--- src/rtl/ps2_pkg.sv ---
// Shared scan codes, key indices, frame FSM encoding and event payload for the PS/2 front end.
package ps2_pkg;

    localparam logic [7:0] SC_E0    = 8'hE0;
    localparam logic [7:0] SC_F0    = 8'hF0;
    localparam logic [7:0] SC_E1    = 8'hE1;
    localparam logic [7:0] SC_00    = 8'h00;
    localparam logic [7:0] SC_FF    = 8'hFF;
    localparam logic [7:0] SC_ESC   = 8'h76;
    localparam logic [7:0] SC_UP    = 8'h75;
    localparam logic [7:0] SC_DOWN  = 8'h72;
    localparam logic [7:0] SC_LEFT  = 8'h6B;
    localparam logic [7:0] SC_RIGHT = 8'h74;
    localparam logic [7:0] SC_S     = 8'h1B;
    localparam logic [7:0] SC_P     = 8'h4D;
    localparam logic [7:0] SC_R     = 8'h2D;

    localparam int unsigned KEY_ESC   = 0;
    localparam int unsigned KEY_UP    = 1;
    localparam int unsigned KEY_DOWN  = 2;
    localparam int unsigned KEY_LEFT  = 3;
    localparam int unsigned KEY_RIGHT = 4;
    localparam int unsigned KEY_S     = 5;
    localparam int unsigned KEY_P     = 6;
    localparam int unsigned KEY_R     = 7;

    // Bytes swallowed after the E1 that opens the Pause sequence
    localparam int unsigned E1_SKIP = 7;

    typedef enum logic [1:0] {
        ST_IDLE   = 2'd0,
        ST_DATA   = 2'd1,
        ST_PARITY = 2'd2,
        ST_STOP   = 2'd3
    } frame_state_e;

    typedef struct packed {
        logic       ext;
        logic       rel;
        logic [7:0] code;
    } key_evt_t;

    // One-hot key_held bit for a game-control key; zero for any other code
    function automatic logic [7:0] key_mask(input logic [7:0] code, input logic ext);
        logic [7:0] m;
        m = '0;
        if (ext) begin
            case (code)
                SC_UP:    m[KEY_UP]    = 1'b1;
                SC_DOWN:  m[KEY_DOWN]  = 1'b1;
                SC_LEFT:  m[KEY_LEFT]  = 1'b1;
                SC_RIGHT: m[KEY_RIGHT] = 1'b1;
                default:  m = '0;
            endcase
        end else begin
            case (code)
                SC_ESC:  m[KEY_ESC] = 1'b1;
                SC_S:    m[KEY_S]   = 1'b1;
                SC_P:    m[KEY_P]   = 1'b1;
                SC_R:    m[KEY_R]   = 1'b1;
                default: m = '0;
            endcase
        end
        return m;
    endfunction

endpackage

--- src/rtl/ps2_rx_frame.sv ---
// PS/2 receive path: pin synchronizers, clock glitch filter, 11-bit deframer with timeout.
module ps2_rx_frame
    import ps2_pkg::*;
#(
    parameter int unsigned FILTER_LEN  = 8,
    parameter int unsigned TIMEOUT_CYC = 10000
) (
    input  logic       clk,
    input  logic       reset,
    input  logic       ps2_clk,
    input  logic       ps2_dat,
    output logic       byte_valid,
    output logic [7:0] rx_byte,
    output logic       err_parity,
    output logic       err_frame
);

    localparam int unsigned FW = $clog2(FILTER_LEN) + 1;
    localparam int unsigned TW = $clog2(TIMEOUT_CYC) + 1;

    logic          clk_s1, clk_s2, dat_s1, dat_s2;
    logic          filt_clk, filt_prev;
    logic [FW-1:0] filt_cnt;
    logic          strobe_c;

    frame_state_e  state_q, state_d;
    logic [7:0]    shift_q, shift_d;
    logic [2:0]    bit_cnt_q, bit_cnt_d;
    logic          par_q, par_d;
    logic [TW-1:0] to_cnt_q, to_cnt_d;
    logic          byte_valid_d, err_parity_d, err_frame_d;

    // Synchronize both pins and debounce the clock; filtered clock moves only after a stable run
    always_ff @(posedge clk) begin
        if (reset) begin
            clk_s1    <= 1'b1;
            clk_s2    <= 1'b1;
            dat_s1    <= 1'b1;
            dat_s2    <= 1'b1;
            filt_clk  <= 1'b1;
            filt_prev <= 1'b1;
            filt_cnt  <= '0;
        end else begin
            clk_s1    <= ps2_clk;
            clk_s2    <= clk_s1;
            dat_s1    <= ps2_dat;
            dat_s2    <= dat_s1;
            filt_prev <= filt_clk;
            if (clk_s2 != filt_clk) begin
                if (filt_cnt == FW'(FILTER_LEN - 1)) begin
                    filt_clk <= clk_s2;
                    filt_cnt <= '0;
                end else begin
                    filt_cnt <= filt_cnt + FW'(1);
                end
            end else begin
                filt_cnt <= '0;
            end
        end
    end

    // Falling edge of the filtered clock is the bit sample point
    assign strobe_c = filt_prev & ~filt_clk;

    // Frame FSM next state, shift register and idle-timeout counter
    always_comb begin
        state_d      = state_q;
        shift_d      = shift_q;
        bit_cnt_d    = bit_cnt_q;
        par_d        = par_q;
        to_cnt_d     = '0;
        byte_valid_d = 1'b0;
        err_parity_d = 1'b0;
        err_frame_d  = 1'b0;

        case (state_q)
            ST_IDLE: begin
                if (strobe_c && !dat_s2) begin
                    state_d   = ST_DATA;
                    bit_cnt_d = '0;
                end
            end
            ST_DATA: begin
                if (strobe_c) begin
                    shift_d   = {dat_s2, shift_q[7:1]};
                    bit_cnt_d = bit_cnt_q + 3'd1;
                    if (bit_cnt_q == 3'd7) begin
                        state_d = ST_PARITY;
                    end
                end
            end
            ST_PARITY: begin
                if (strobe_c) begin
                    par_d   = dat_s2;
                    state_d = ST_STOP;
                end
            end
            ST_STOP: begin
                if (strobe_c) begin
                    state_d = ST_IDLE;
                    if (!dat_s2) begin
                        err_frame_d = 1'b1;
                    end else if ((^shift_q) ^ par_q) begin
                        byte_valid_d = 1'b1;
                    end else begin
                        err_parity_d = 1'b1;
                    end
                end
            end
            default: state_d = ST_IDLE;
        endcase

        // A stalled keyboard mid-frame aborts the frame
        if (state_q != ST_IDLE && !strobe_c) begin
            if (to_cnt_q == TW'(TIMEOUT_CYC - 1)) begin
                state_d     = ST_IDLE;
                err_frame_d = 1'b1;
            end else begin
                to_cnt_d = to_cnt_q + TW'(1);
            end
        end
    end

    // Frame FSM state and registered byte/error outputs
    always_ff @(posedge clk) begin
        if (reset) begin
            state_q    <= ST_IDLE;
            shift_q    <= '0;
            bit_cnt_q  <= '0;
            par_q      <= 1'b0;
            to_cnt_q   <= '0;
            byte_valid <= 1'b0;
            rx_byte    <= '0;
            err_parity <= 1'b0;
            err_frame  <= 1'b0;
        end else begin
            state_q    <= state_d;
            shift_q    <= shift_d;
            bit_cnt_q  <= bit_cnt_d;
            par_q      <= par_d;
            to_cnt_q   <= to_cnt_d;
            byte_valid <= byte_valid_d;
            err_parity <= err_parity_d;
            err_frame  <= err_frame_d;
            if (byte_valid_d) begin
                rx_byte <= shift_q;
            end
        end
    end

endmodule

--- src/rtl/ps2_key_event_ctrl.sv ---
// PS/2 keyboard front end: prefix sequencing into key events, held-key flags and event FIFO.
module ps2_key_event_ctrl
    import ps2_pkg::*;
#(
    parameter int unsigned FILTER_LEN  = 8,
    parameter int unsigned TIMEOUT_CYC = 10000,
    parameter int unsigned FIFO_DEPTH  = 4
) (
    input  logic       clk,
    input  logic       reset,
    input  logic       PS2_CLK,
    input  logic       PS2_DAT,
    output logic       evt_valid,
    input  logic       evt_ready,
    output logic [7:0] evt_code,
    output logic       evt_ext,
    output logic       evt_release,
    output logic [7:0] key_held,
    output logic       err_parity,
    output logic       err_frame,
    output logic       overflow
);

    localparam int unsigned AW = $clog2(FIFO_DEPTH);
    localparam int unsigned CW = AW + 1;

    logic       rx_valid, rx_err_parity, rx_err_frame;
    logic [7:0] rx_byte;

    logic       ext_q, ext_d, rel_q, rel_d;
    logic [2:0] skip_q, skip_d;
    logic       gen_c;
    key_evt_t   gen_evt;
    logic [7:0] mask_c, key_held_d;

    key_evt_t      mem [FIFO_DEPTH];
    logic [AW-1:0] wr_ptr_q, rd_ptr_q, rd_ptr_d;
    logic [CW-1:0] count_q, count_d, occ_after_pop;
    logic          pop_c, full_c, accept_c;
    key_evt_t      head_d;

    ps2_rx_frame #(
        .FILTER_LEN (FILTER_LEN),
        .TIMEOUT_CYC(TIMEOUT_CYC)
    ) u_rx (
        .clk       (clk),
        .reset     (reset),
        .ps2_clk   (PS2_CLK),
        .ps2_dat   (PS2_DAT),
        .byte_valid(rx_valid),
        .rx_byte   (rx_byte),
        .err_parity(rx_err_parity),
        .err_frame (rx_err_frame)
    );

    assign err_parity = rx_err_parity;
    assign err_frame  = rx_err_frame;

    // Prefix sequencer: fold E0/F0 into flags, swallow the Pause tail, emit one event per key byte
    always_comb begin
        ext_d   = ext_q;
        rel_d   = rel_q;
        skip_d  = skip_q;
        gen_c   = 1'b0;
        gen_evt = '0;
        if (rx_err_parity || rx_err_frame) begin
            ext_d  = 1'b0;
            rel_d  = 1'b0;
            skip_d = '0;
        end else if (rx_valid) begin
            if (skip_q != 3'd0) begin
                skip_d = skip_q - 3'd1;
            end else begin
                case (rx_byte)
                    SC_E0: ext_d = 1'b1;
                    SC_F0: rel_d = 1'b1;
                    SC_00, SC_FF: begin
                        ext_d = 1'b0;
                        rel_d = 1'b0;
                    end
                    SC_E1: begin
                        ext_d        = 1'b0;
                        rel_d        = 1'b0;
                        skip_d       = 3'(E1_SKIP);
                        gen_c        = 1'b1;
                        gen_evt.code = SC_E1;
                    end
                    default: begin
                        ext_d        = 1'b0;
                        rel_d        = 1'b0;
                        gen_c        = 1'b1;
                        gen_evt.ext  = ext_q;
                        gen_evt.rel  = rel_q;
                        gen_evt.code = rx_byte;
                    end
                endcase
            end
        end
    end

    // Held-key update for the event being generated this cycle
    always_comb begin
        mask_c     = key_mask(gen_evt.code, gen_evt.ext);
        key_held_d = gen_evt.rel ? (key_held & ~mask_c) : (key_held | mask_c);
    end

    // FIFO bookkeeping; simultaneous push and pop always succeed, even when full
    always_comb begin
        pop_c         = evt_valid & evt_ready;
        full_c        = (count_q == CW'(FIFO_DEPTH));
        accept_c      = gen_c & (~full_c | pop_c);
        count_d       = count_q + CW'(accept_c) - CW'(pop_c);
        rd_ptr_d      = pop_c ? rd_ptr_q + AW'(1) : rd_ptr_q;
        occ_after_pop = count_q - CW'(pop_c);
        head_d        = (occ_after_pop == '0) ? gen_evt : mem[rd_ptr_d];
    end

    // Sequencer flags, held keys, FIFO pointers and registered head outputs
    always_ff @(posedge clk) begin
        if (reset) begin
            ext_q       <= 1'b0;
            rel_q       <= 1'b0;
            skip_q      <= '0;
            key_held    <= '0;
            wr_ptr_q    <= '0;
            rd_ptr_q    <= '0;
            count_q     <= '0;
            evt_valid   <= 1'b0;
            evt_code    <= '0;
            evt_ext     <= 1'b0;
            evt_release <= 1'b0;
            overflow    <= 1'b0;
        end else begin
            ext_q    <= ext_d;
            rel_q    <= rel_d;
            skip_q   <= skip_d;
            count_q  <= count_d;
            rd_ptr_q <= rd_ptr_d;
            overflow <= gen_c & full_c & ~pop_c;
            if (gen_c) begin
                key_held <= key_held_d;
            end
            if (accept_c) begin
                wr_ptr_q <= wr_ptr_q + AW'(1);
            end
            evt_valid <= (count_d != '0);
            if (count_d != '0) begin
                evt_code    <= head_d.code;
                evt_ext     <= head_d.ext;
                evt_release <= head_d.rel;
            end else begin
                evt_code    <= '0;
                evt_ext     <= 1'b0;
                evt_release <= 1'b0;
            end
        end
    end

    // Event storage
    always_ff @(posedge clk) begin
        if (accept_c) begin
            mem[wr_ptr_q] <= gen_evt;
        end
    end

endmodule

--- config.mk ---
export PLATFORM = sky130hd
export DESIGN_NAME = ps2_key_event_ctrl
export DESIGN_NICKNAME = d
export VERILOG_FILES = /design/src/rtl/ps2_pkg.sv /design/src/rtl/ps2_rx_frame.sv /design/src/rtl/ps2_key_event_ctrl.sv
export SDC_FILE = /design/constraint.sdc
export NUM_CORES = 1
export LEC_CHECK = 0
export ABC_CLOCK_PERIOD_IN_PS = 4250
export CORE_UTILIZATION = 40
export DETAILED_ROUTE_END_ITERATION = 10
export PLACE_DENSITY = 0.67
export SYNTH_ARGS = -nofsm -noshare
export SYNTH_HDL_FRONTEND = slang
export SYNTH_SLANG_ARGS = --single-unit
--- constraint.sdc ---
create_clock -name clk -period 4.25 [get_ports clk]
set_input_delay 0.85 -clock clk [delete_from_list [all_inputs] [get_ports clk]]
set_output_delay 0.85 -clock clk [all_outputs]
set_load 0.03 [all_outputs]
==> out/qor.txt, run 1 <==
Clk Tree Root Cell: clkbuf_16
Fin cells: 697
Number of synthesized flops with an enable pin: 40
Synth Instances: 487
Largest family of logic cells by synthesized area: simple AND/OR/NAND/NOR gates
Predominant post-synthesis flop cell: dfxtp_1
Diodes inserted: 0
Post_cts resized: 0
Top cells by area, synth: dfxtp_1, edfxtp_1, mux4_2
DRT iter0 DRCs: 242
R2r startpoint: skip_q[0]$_SDFFE_PP0P_
Worst-path clk slew: 0.05 ns
CTS Buffer Depth: 2
Antenna violations before repair: 0
Sequential area share after synthesis: 0.5439
I/O Buffers: 26
Hold Path Stages: 1
CTS Hold Bufs: 0
Clk pwr share: 0.457
RR Endpoint: evt_code[4]$_SDFF_PP0_
MaxCap Viol Count: 0
Wirelength per Cell: 13.97 um
Cell depth of the worst flop-to-flop path: 16
Worst path required time: 4.54 ns
DP Worst Slack: 0.2018 ns
Vias/cell: 5.086
Placed insts: 665
Routed vias: 3,545
Core area: 12,670 um2
Sw Pwr: 0.7953 mW
Fmax: 277.4 MHz
Worst Setup End Kind: flip-flop
Nets@finish: 531
Share of layout cells above drive strength 1: 0.1067
Worst Skew: 0.005980 ns
Chip Width: 116.3 um
Yosys cell types: 54
Slew headroom: 0.2932
Sink of the worst hold path: u_rx.dat_s2$_SDFF_PP1_
HP Class: reg2reg
# rows: 41
Yosys warns: 0
DRT Wirelength: 9734 um
Worst setup margin: 0.6457 ns
Placer Congestion: 0.7784
DIE AREA: 13,530 um2
TritonRoute pass-1 iters: 4
Final hold viol count: 0
RSZ-0062 raised after global routing: no
GRT overflow: 0
Leakage: 2.148 nW
Final Slew Violations: 0
GRT Total Usage: 0.1608
Count leader, synth: dfxtp_1
Vias in the first global route: 3,478
FFs w/ async S/R, synth: 0
CTS Buf Count: 17
Later-pin clock latency in the skew report: 0.41 ns
Hold path start: u_rx.dat_s1$_SDFF_PP1_
Minimum clock period: 3.604 ns
Post-CTS setup buffer count: 0
TritonCTS clock tree: built
First-pass GRT wire length: 16,470 um
Setup Crit Path Kind: in2reg
Routed Antenna Nets: 0
Pint: 2.373 mW
Chip Height: 116.3 um
CTS H-tree lvls: 4
Most instantiated cells after synthesis: dfxtp_1, nor2_1, edfxtp_1, nand2_1, a21oi_1
Mux contribution to synthesized area: 0.07422
Sequential share of power: 0.402
Period utilization: 0.8481
# setup viols final: 0
Avg Inst Size Synth: 10.73 um2
Residual DRC count: 0
Top Ports: 27
Post-synthesis xor/xnor area fraction: 0.05075
Post-synthesis simple-gate area fraction: 0.2080
Clock sinks: 122
Cell Pwr Density: 508.2 nW/um2
Synth top area share: 0.3141
Sw Share: 0.2510
Worst path arrival time: 3.89 ns
CP max FO: 11
Peak supply drop: 230.5 uV
Largest net degree at the start of global routing: 42
Critical path startpoint category: primary input
R2R setup slack: 0.96 ns
Cell area after layout: 6235 um2
Worst hold margin: 0.4156 ns
Area growth, synth to finish: 19.30%
Logic pwr share: 0.141
Fill cells: 1,144
Setup TNS: 0 ns
Initial Util: 0.4125
Synth Cell Area: 5226 um2
Post-DP HPWL: 6606 um
Worst Tran Pin Value: 1.054 ns
Synth Area in Adders: 0.03495
Synth Area in Compound Gates: 0.05722
Synth area leader: dfxtp_1
Status: finished, final reports clean
Syn nets: 506
Post-synthesis register bit count: 122
Post-DP Area: 5630 um2
## worst max-delay path, cell delays in order
cell and delay [ns]:
clkdlybuf4s50_1 0.41, and2_1 0.19, or4b_2 0.63, and2_1 0.18, inv_1 0.05, ha_1 0.22
inv_1 0.06, ha_1 0.13, inv_1 0.04, fa_1 0.36, xor2_1 0.16, xnor2_1 0.20
a31o_2 0.33, a21oi_1 0.08
## layout by cell type, fill, tap and decap left out, drive strengths merged, types with 6 or more instances in the layout
cell type       n
ha             13
clkinv          6
nor2           60
a21oi          32
nor3            8
dfxtp          82
nor3b           6
and2           11
clkdlybuf4s50  25
nand2          40
xor2            7
or2             7
edfxtp         40
mux2i          15
nand3          23
and3            9
inv            14
xnor2          18
mux4           10
buf             6
clkbuf         20
## layout make-up
class	count	area, um2	area share
Clock buffer	20	456.7	0.07325
Tap cell	172	215.2	0.03452
Clock inverter	12	147.6	0.02368
Sequential cell	122	2843	0.4560
Multi-Input combinational cell	326	2227	0.3572
Timing Repair Buffer	31	292.8	0.04696
Inverter	14	52.55	0.008429
## power groups by stage
stage	Sequential, mW	Clock (mW)	Combinational, mW
detailed placement	1.30	0	0.451
global route	1.28	1.53	0.500
floorplan	1.36	0	0.251
CTS	1.28	1.47	0.452
finish	1.27	1.45	0.446
global placement	1.30	0	0.446
## kinds of logic after synthesis
| group | after synthesis |
|---|---|
| DFF | 122 |
| xor gates and xnor gates | 27 |
| buffers and inverters | 39 |
| muxes | 25 |
| AOI/OAI and AO/OA | 51 |
| adders and majority gates | 14 |
| and+or+nand+nor | 209 |
## sequential cells by signal, summed over array words and instances, names as in the netlist, 2 cells and up, named ones only
signal,flops
mem,40
wr_ptr_q,2
skip_q,3
u_rx.filt_cnt,4
rd_ptr_q,2
u_rx.state_q,2
evt_code,8
count_q,3
u_rx.shift_q,8
u_rx.bit_cnt_q,3
u_rx.rx_byte,8
u_rx.to_cnt_q,15
## metrics by stage
step	power, mW	utilization
after global routing	3.306	0.4921
after global placement	1.745	0.4444
after detailed placement	1.750	0.4444
after CTS	3.202	0.4921
final	3.168	0.4921
after floorplan	1.613	-
## worst max-delay path by stage
stage                                        end  cells past startpoint      start
final                     evt_code[4]$_SDFF_PP0_                     14  evt_ready
after detailed placement  evt_code[4]$_SDFF_PP0_                     14  evt_ready
after floorplan           evt_code[0]$_SDFF_PP0_                     15  evt_ready
after CTS                 evt_code[4]$_SDFF_PP0_                     14  evt_ready
after global routing          evt_ext$_SDFF_PP0_                     14  evt_ready
after global placement    evt_code[0]$_SDFF_PP0_                     14  evt_ready
## per-layer routing
layer / GRT usage / vias to the layer above / wire length (um) / part of all wire
met4: 0.05983 / 0 / 112 / 0.012
li1: - / 1772 / - / -
met3: 0.05605 / 9 / 498 / 0.051
met5: 0 / - / 0 / 0
met1: 0.1999 / 1690 / 4403 / 0.45
met2: 0.2580 / 74 / 4720 / 0.48
Power figures use the tool's default switching activity.
==> inputs of run 2 (changes only) <==
--- a/config.mk
+++ b/config.mk
@@ -5,10 +5,10 @@
 export SDC_FILE = /design/constraint.sdc
 export NUM_CORES = 1
 export LEC_CHECK = 0
-export ABC_CLOCK_PERIOD_IN_PS = 4250
+export ABC_CLOCK_PERIOD_IN_PS = 3300
 export CORE_UTILIZATION = 40
 export DETAILED_ROUTE_END_ITERATION = 10
-export PLACE_DENSITY = 0.67
+export PLACE_DENSITY = 0.69
 export SYNTH_ARGS = -nofsm -noshare
 export SYNTH_HDL_FRONTEND = slang
 export SYNTH_SLANG_ARGS = --single-unit
==> constraint.sdc (replaced) <==
create_clock -name clk -period 3.3 [get_ports clk]
set_input_delay 0.66 -clock clk [delete_from_list [all_inputs] [get_ports clk]]
set_output_delay 0.66 -clock clk [all_outputs]
set_load 0.03 [all_outputs]
==> run 2 against run 1 <==
Utilization is 1.2 points higher. Via count is 2.8% higher. Critical path depth stayed put. Die area stayed put. Register-to-register slack worse by 0.79 ns. First-iteration DRC count is 3.3% lower. Sequential cell count stayed put. Routed wire length is 8.8% higher. Clock power is 32% higher. Non-clock buffer count is 9 higher. Worst setup slack worse by 0.55 ns. Power is 35% higher. Largest power group unchanged.
==> out/qor.txt, run 2 (synthesized netlist as in run 1, its figures left out) <==
Reg area: 2843 um2 (unchanged)
Vias/cell: 5.157 (+1.4%)
Fmax: 312.2 MHz
I/O Buffers: 26 (unchanged)
Core area: 12,670 um2 (unchanged)
Top Registers: mem (40), u_rx.to_cnt_q (15)
# setup viols final: 0 (unchanged)
TritonRoute pass-1 iters: 4 (unchanged)
Pint: 3.177 mW (+34%)
Post-DP HPWL: 6885 um (+4.2%)
Antenna violations before repair: 0 (unchanged)
Multi-input logic area: 2300 um2 (+3.3%)
Slew headroom: 0.4378 (+0.1446)
Sw Share: 0.2574 (+0.006401)
Peak supply drop: 574.1 uV (+150%)
Final hold viol count: 0 (unchanged)
Worst Tran Pin Value: 0.8415 ns (-0.2123 ns)
Top Ports: 27 (unchanged)
Routed Antenna Nets: 0 (unchanged)
DIE AREA: 13,530 um2 (unchanged)
Wirelength per Cell: 14.98 um (+7.3%)
Commonest non-fill, non-tap cell in the layout: dfxtp_1
Routed vias: 3,646 (+2.8%)
CP max FO: 6 (-5)
Chip Height: 116.3 um (unchanged)
Pwr Total: 4.278 mW (+35%)
Cell depth of the worst flop-to-flop path: 16 (unchanged)
Status: finished, final reports clean
First-pass GRT wire length: 17,240 um (+4.7%)
Nets@finish: 541 (+1.9%)
CTS Buf Count: 17 (unchanged)
Cell Pwr Density: 669.5 nW/um2 (+32%)
Final core occ: 0.5043 (+0.01224)
CTS H-tree lvls: 4 (unchanged)
Chip Width: 116.3 um (unchanged)
HP Class: reg2reg
Worst-path clk slew: 0.06 ns (about the same)
CP peak stage delay: 0.48 ns (-0.15 ns)
Leakage: 2.209 nW (+2.8%)
Critical Path Slowest Stage Cell: or4b_4
Period utilization: 0.9706
DRT Wirelength: 10,590 um (+8.8%)
Worst hold margin: 0.4149 ns (-0.0006550 ns)
R2r startpoint: skip_q[0]$_SDFFE_PP0P_
Initial Util: 0.4125 (unchanged)
Crit path from: evt_ready
Later-pin clock latency in the skew report: 0.41 ns (about the same)
Biggest register: mem
TritonCTS clock tree: built
Clock sinks: 122 (unchanged)
Commonest non-fill, non-tap cells in the layout: dfxtp_1, nor2_1, edfxtp_1
Hold Path Stages: 1 (unchanged)
RSZ-0062 raised after global routing: no
Largest net degree at the start of global routing: 43 (+2.4%)
Cell area after layout: 6390 um2 (+2.5%)
Hold path start: u_rx.dat_s1$_SDFF_PP1_
Logic pwr share: 0.164 (+0.023)
Sequential share of power: 0.386 (-0.016)
Worst path required time: 3.63 ns (-0.91 ns)
Worst Setup End Kind: flip-flop
Post-DP Area: 5707 um2 (+1.4%)
Crit-path most repeated cell: inv_1
Placer Congestion: 0.7906 (+1.6%)
Residual DRC count: 0 (unchanged)
Final Slew Violations: 0 (unchanged)
Area growth, synth to finish: 22.26%
Diodes inserted: 0 (unchanged)
Minimum clock period: 3.203 ns
Setup Crit Path Kind: in2reg
Fill cells: 1,148 (+0.35%)
Worst path arrival time: 3.53 ns (-0.36 ns)
MaxCap Viol Count: 0 (unchanged)
Vias in the first global route: 3,608 (+3.7%)
Largest register FFs: 40 (unchanged)
CP cell instances: clkdlybuf4s50_1 -> and2_4 -> or4b_4 -> and2_1 -> inv_1 -> ha_1 -> inv_1 -> ha_1 -> inv_1 -> fa_2 -> xor2_2 -> xnor2_2 -> a31o_4 -> a21oi_1
Critical path startpoint category: primary input
Worst setup margin: 0.09712 ns (-0.5486 ns)
DP Worst Slack: -0.3717 ns (-0.5735 ns)
GRT overflow: 0 (unchanged)
CTS Buffer Depth: 2 (unchanged)
Share of layout cells above drive strength 1: 0.1364 (+0.02978)
Worst Skew: 0.01614 ns (+0.01016 ns)
Clk Tree Root Cell: clkbuf_16
DRT iter0 DRCs: 234 (-3.3%)
Clk pwr share: 0.449 (-0.008)
GRT Total Usage: 0.1701 (+0.009208)
CTS Hold Bufs: 0 (unchanged)
# rows: 41 (unchanged)
Sw Pwr: 1.101 mW (+38%)
## run 2: layout make-up
cell class	instances	share of cell area
tap	172	0.03368
multi-input combinational	327	0.3599
timing repair buffer	40	0.05639
sequential	122	0.4449
clock buffer	20	0.06990
clock inverter	12	0.02702
inverter	14	0.008224
## run 2: worst paths after layout
check	to	slack, ns
worst min-delay path	u_rx.dat_s2$_SDFF_PP1_	0.41
worst min register to register	u_rx.dat_s2$_SDFF_PP1_	0.41
worst max register to register	evt_code[3]$_SDFF_PP0_	0.17
worst max-delay path	evt_code[3]$_SDFF_PP0_	0.1
## run 2: per-stage QoR
stage,cells,setup TNS [ns]
3_5_place_dp,674,-3.934
5_1_grt,707,0
4_1_cts,706,0
2_1_floorplan,487,0
6_report,707,0
3_3_place_gp,674,-2.601
## run 2: power groups by stage
| stage | Sequential (mW) | Clock (mW) | Combinational (mW) |
|---|---|---|---|
| 2_1_floorplan | 1.76 | 0 | 0.351 |
| 3_3_place_gp | 1.68 | 0 | 0.614 |
| 3_5_place_dp | 1.68 | 0 | 0.634 |
| 4_1_cts | 1.65 | 1.96 | 0.654 |
| 5_1_grt | 1.66 | 2.02 | 0.755 |
| 6_report | 1.65 | 1.92 | 0.704 |
## run 2: repair_timing
item                                    in CTS  in global routing
endpoints found under the setup margin       8                 11
pin swaps                                    0                  3
setup buffers                                0                  0
endpoints found under the hold margin        0                  0
gates cloned                                 0                  1
resized for setup                            1                  8
## run 2: worst max-delay path: cells and delay by family
family | cells | cell delay (ns)
simple gates | 3 | 0.79
buf+inv | 4 | 0.59
fa+ha+maj | 3 | 0.71
xor+xnor | 2 | 0.34
compound gates | 2 | 0.44
## run 2: metal layers
metal / up-vias / global-route usage / share of wire
li1: 1801 / - / -
met1: 1759 / 0.2012 / 0.44
met4: 0 / 0.05897 / 0.0073
met5: - / 0 / 0
met2: 80 / 0.2884 / 0.51
met3: 6 / 0.05708 / 0.044
==> inputs of run 3 (changes only) <==
--- a/config.mk
+++ b/config.mk
@@ -5,10 +5,10 @@
 export SDC_FILE = /design/constraint.sdc
 export NUM_CORES = 1
 export LEC_CHECK = 0
-export ABC_CLOCK_PERIOD_IN_PS = 3300
+export ABC_CLOCK_PERIOD_IN_PS = 3380
 export CORE_UTILIZATION = 40
 export DETAILED_ROUTE_END_ITERATION = 10
-export PLACE_DENSITY = 0.69
+export PLACE_DENSITY = 0.67
 export SYNTH_ARGS = -nofsm -noshare
 export SYNTH_HDL_FRONTEND = slang
 export SYNTH_SLANG_ARGS = --single-unit
==> constraint.sdc (replaced) <==
create_clock -name clk -period 3.38 [get_ports clk]
set_input_delay 0.676 -clock clk [delete_from_list [all_inputs] [get_ports clk]]
set_output_delay 0.676 -clock clk [all_outputs]
set_load 0.03 [all_outputs]
==> run 3 against run 2 <==
Clock-buffer cell count fell by 2. First-iteration DRC count fell by 27%. Utilization fell by 0.19 points. Largest power group unchanged. Clock power fell by 3%. Final area fell by 0.37%. Clock skew fell by 0.0094 ns. Cell count fell by 0.14%. Critical path type unchanged. Critical path depth did not move. Sequential power fell by 2%.
==> out/qor.txt, run 3 (synthesized netlist as in run 1, its figures left out) <==
Fmax: 307.7 MHz
Slew headroom: 0.3878 (-0.05004)
# setup viols final: 0 (unchanged)
First-pass GRT wire length: 17,040 um (-1.2%)
DRT iter0 DRCs: 171 (-27%)
Post-DP HPWL: 6807 um (-1.1%)
CTS H-tree lvls: 4 (unchanged)
Post-CTS setup buffer count: 0 (unchanged)
Cell depth of the worst flop-to-flop path: 16 (unchanged)
Worst path arrival time: 3.55 ns (+0.02 ns)
Chip Width: 116.3 um (unchanged)
Clk Tree Root Cell: clkbuf_16
CTS Buf Count: 17 (unchanged)
Routed vias: 3,562 (-2.3%)
Vias in the first global route: 3,620 (+0.33%)
TritonCTS clock tree: built
DIE AREA: 13,530 um2 (unchanged)
Diodes inserted: 0 (unchanged)
Core area: 12,670 um2 (unchanged)
Share of layout cells above drive strength 1: 0.1386 (+0.002128)
RR Endpoint: evt_code[7]$_SDFF_PP0_
Status: finished, final reports clean
Commonest non-fill, non-tap cell in the layout: dfxtp_1
Worst-path clk slew: 0.05 ns (about the same)
Minimum clock period: 3.250 ns
Nets@finish: 540 (-0.18%)
CTS Buffer Depth: 2 (unchanged)
R2r startpoint: skip_q[0]$_SDFFE_PP0P_
GRT Total Usage: 0.1680 (-0.002077)
Initial Util: 0.4125 (unchanged)
Critical Path Slowest Stage Cell: or4b_4
Worst hold margin: 0.4062 ns (-0.008719 ns)
Largest register FFs: 40 (unchanged)
Top Ports: 27 (unchanged)
DP Worst Slack: -0.4081 ns (-0.03635 ns)
Wirelength per Cell: 14.64 um (-2.3%)
R2R setup slack: 0.19 ns (+0.02 ns)
Biggest register: mem
Area growth, synth to finish: 21.81%
Final Slew Violations: 0 (unchanged)
Chip Height: 116.3 um (unchanged)
HP Class: reg2reg
Critical path startpoint category: primary input
Peak supply drop: 356.2 uV (-38%)
Cell Pwr Density: 652.3 nW/um2 (-2.6%)
Later-pin clock latency in the skew report: 0.42 ns (about the same)
Period utilization: 0.9617
Worst Setup End Kind: flip-flop
Worst Tran Pin Value: 0.9164 ns (+0.07489 ns)
Final hold viol count: 0 (unchanged)
Top Registers: mem (40), u_rx.to_cnt_q (15)
Antenna violations before repair: 0 (unchanged)
CP max FO: 6 (unchanged)
Placer Congestion: 0.7700 (-2.6%)
Crit-path most repeated cell: inv_1
Clock sinks: 122 (unchanged)
Commonest non-fill, non-tap cells in the layout: dfxtp_1, nor2_1, nand2_1, edfxtp_1, a21oi_1
Vias/cell: 5.045 (-2.2%)
# rows: 41 (unchanged)
GRT overflow: 0 (unchanged)
Critical path endpoint: evt_code[7]$_SDFF_PP0_
CP peak stage delay: 0.48 ns (about the same)
TritonRoute pass-1 iters: 5 (+1)
MaxCap Viol Count: 0 (unchanged)
DRT Wirelength: 10,330 um (-2.4%)
Routed Antenna Nets: 0 (unchanged)
Worst setup margin: 0.1296 ns (+0.03250 ns)
Worst path required time: 3.68 ns (+0.05 ns)
Leakage: 2.197 nW (-0.54%)
I/O Buffers: 26 (unchanged)
Residual DRC count: 0 (unchanged)
Crit path from: evt_ready
Worst Skew: 0.006763 ns (-0.009377 ns)
Setup Crit Path Kind: in2reg
Largest net degree at the start of global routing: 42 (-2.3%)
CP cell instances: clkdlybuf4s50_1 -> and2_4 -> or4b_4 -> and2_1 -> inv_1 -> ha_1 -> inv_1 -> ha_1 -> inv_1 -> fa_2 -> xor2_2 -> xnor2_2 -> a31o_4 -> a21oi_1
[run 3: cell count changes in the layout (fill, tap and decap cells not counted), sizes merged]
cell      previous run  this run
clkinvlp             3         5
inv                 14        15
bufinv               4         3
clkbuf              20        18
buf                 15        14
[run 3: power by group]
group          internal, mW  leakage [nW]  switching [mW]
registers              1.57         0.940          0.0396
logic                 0.284         0.968           0.400
clock network          1.20         0.289           0.657
total                  3.06          2.20            1.10
[run 3: cell type report]
class	count	area, um2
inverters	14	52.55
well taps	172	215.2
fillers	1145	6305
clock inverters	14	168.9
multi-input cells	327	2283
repair buffers	39	352.8
clock buffers	18	450.4
flip-flops and latches	122	2843
[run 3: worst min-delay path by stage]
| stage | from | to | slack [ns] | depth (start not counted) |
|---|---|---|---|---|
| global route | u_rx.dat_s1$_SDFF_PP1_ | u_rx.dat_s2$_SDFF_PP1_ | 0.43 | 1 |
| CTS | u_rx.dat_s1$_SDFF_PP1_ | u_rx.dat_s2$_SDFF_PP1_ | 0.41 | 1 |
| floorplan | u_rx.clk_s1$_SDFF_PP1_ | u_rx.clk_s2$_SDFF_PP1_ | 0.39 | 1 |
| detailed placement | u_rx.dat_s1$_SDFF_PP1_ | u_rx.dat_s2$_SDFF_PP1_ | 0.40 | 1 |
| global placement | u_rx.dat_s1$_SDFF_PP1_ | u_rx.dat_s2$_SDFF_PP1_ | 0.39 | 1 |
| finish | u_rx.dat_s1$_SDFF_PP1_ | u_rx.dat_s2$_SDFF_PP1_ | 0.41 | 1 |
[run 3: timing repair]
action	in CTS	in global routing
setup endpoints to repair	0	11
hold buffers	0	0
gates resized for setup	0	8
[run 3: stage by stage]
stage / setup TNS (ns) / cell area [um2] / utilization / power [mW] / std cells
after detailed placement: -4.476 / 5693 / 0.4493 / 2.239 / 673
after global placement: -3.396 / 5693 / 0.4493 / 2.227 / 673
after floorplan: 0 / 5249 / - / 2.050 / 487
after global routing: -0.2170 / 6366 / 0.5024 / 4.332 / 706
after CTS: 0 / 6312 / 0.4982 / 4.103 / 705
final: 0 / 6366 / 0.5024 / 4.153 / 706
[run 3: critical path: cells and delay by family]
family / cells / cell delay, ns
buffers and inverters: 4 / 0.59
adders and majority gates: 3 / 0.70
and+or+nand+nor: 3 / 0.80
AOI/OAI and AO/OA: 2 / 0.30
xor gates and xnor gates: 2 / 0.48
[run 3: layer usage]
layer	part of all wire	global-route usage	vias up
li1	-	-	1796
met1	0.43	0.1970	1687
met2	0.51	0.2805	68
met3	0.043	0.06227	11
met4	0.010	0.06239	0
met5	0	0	-
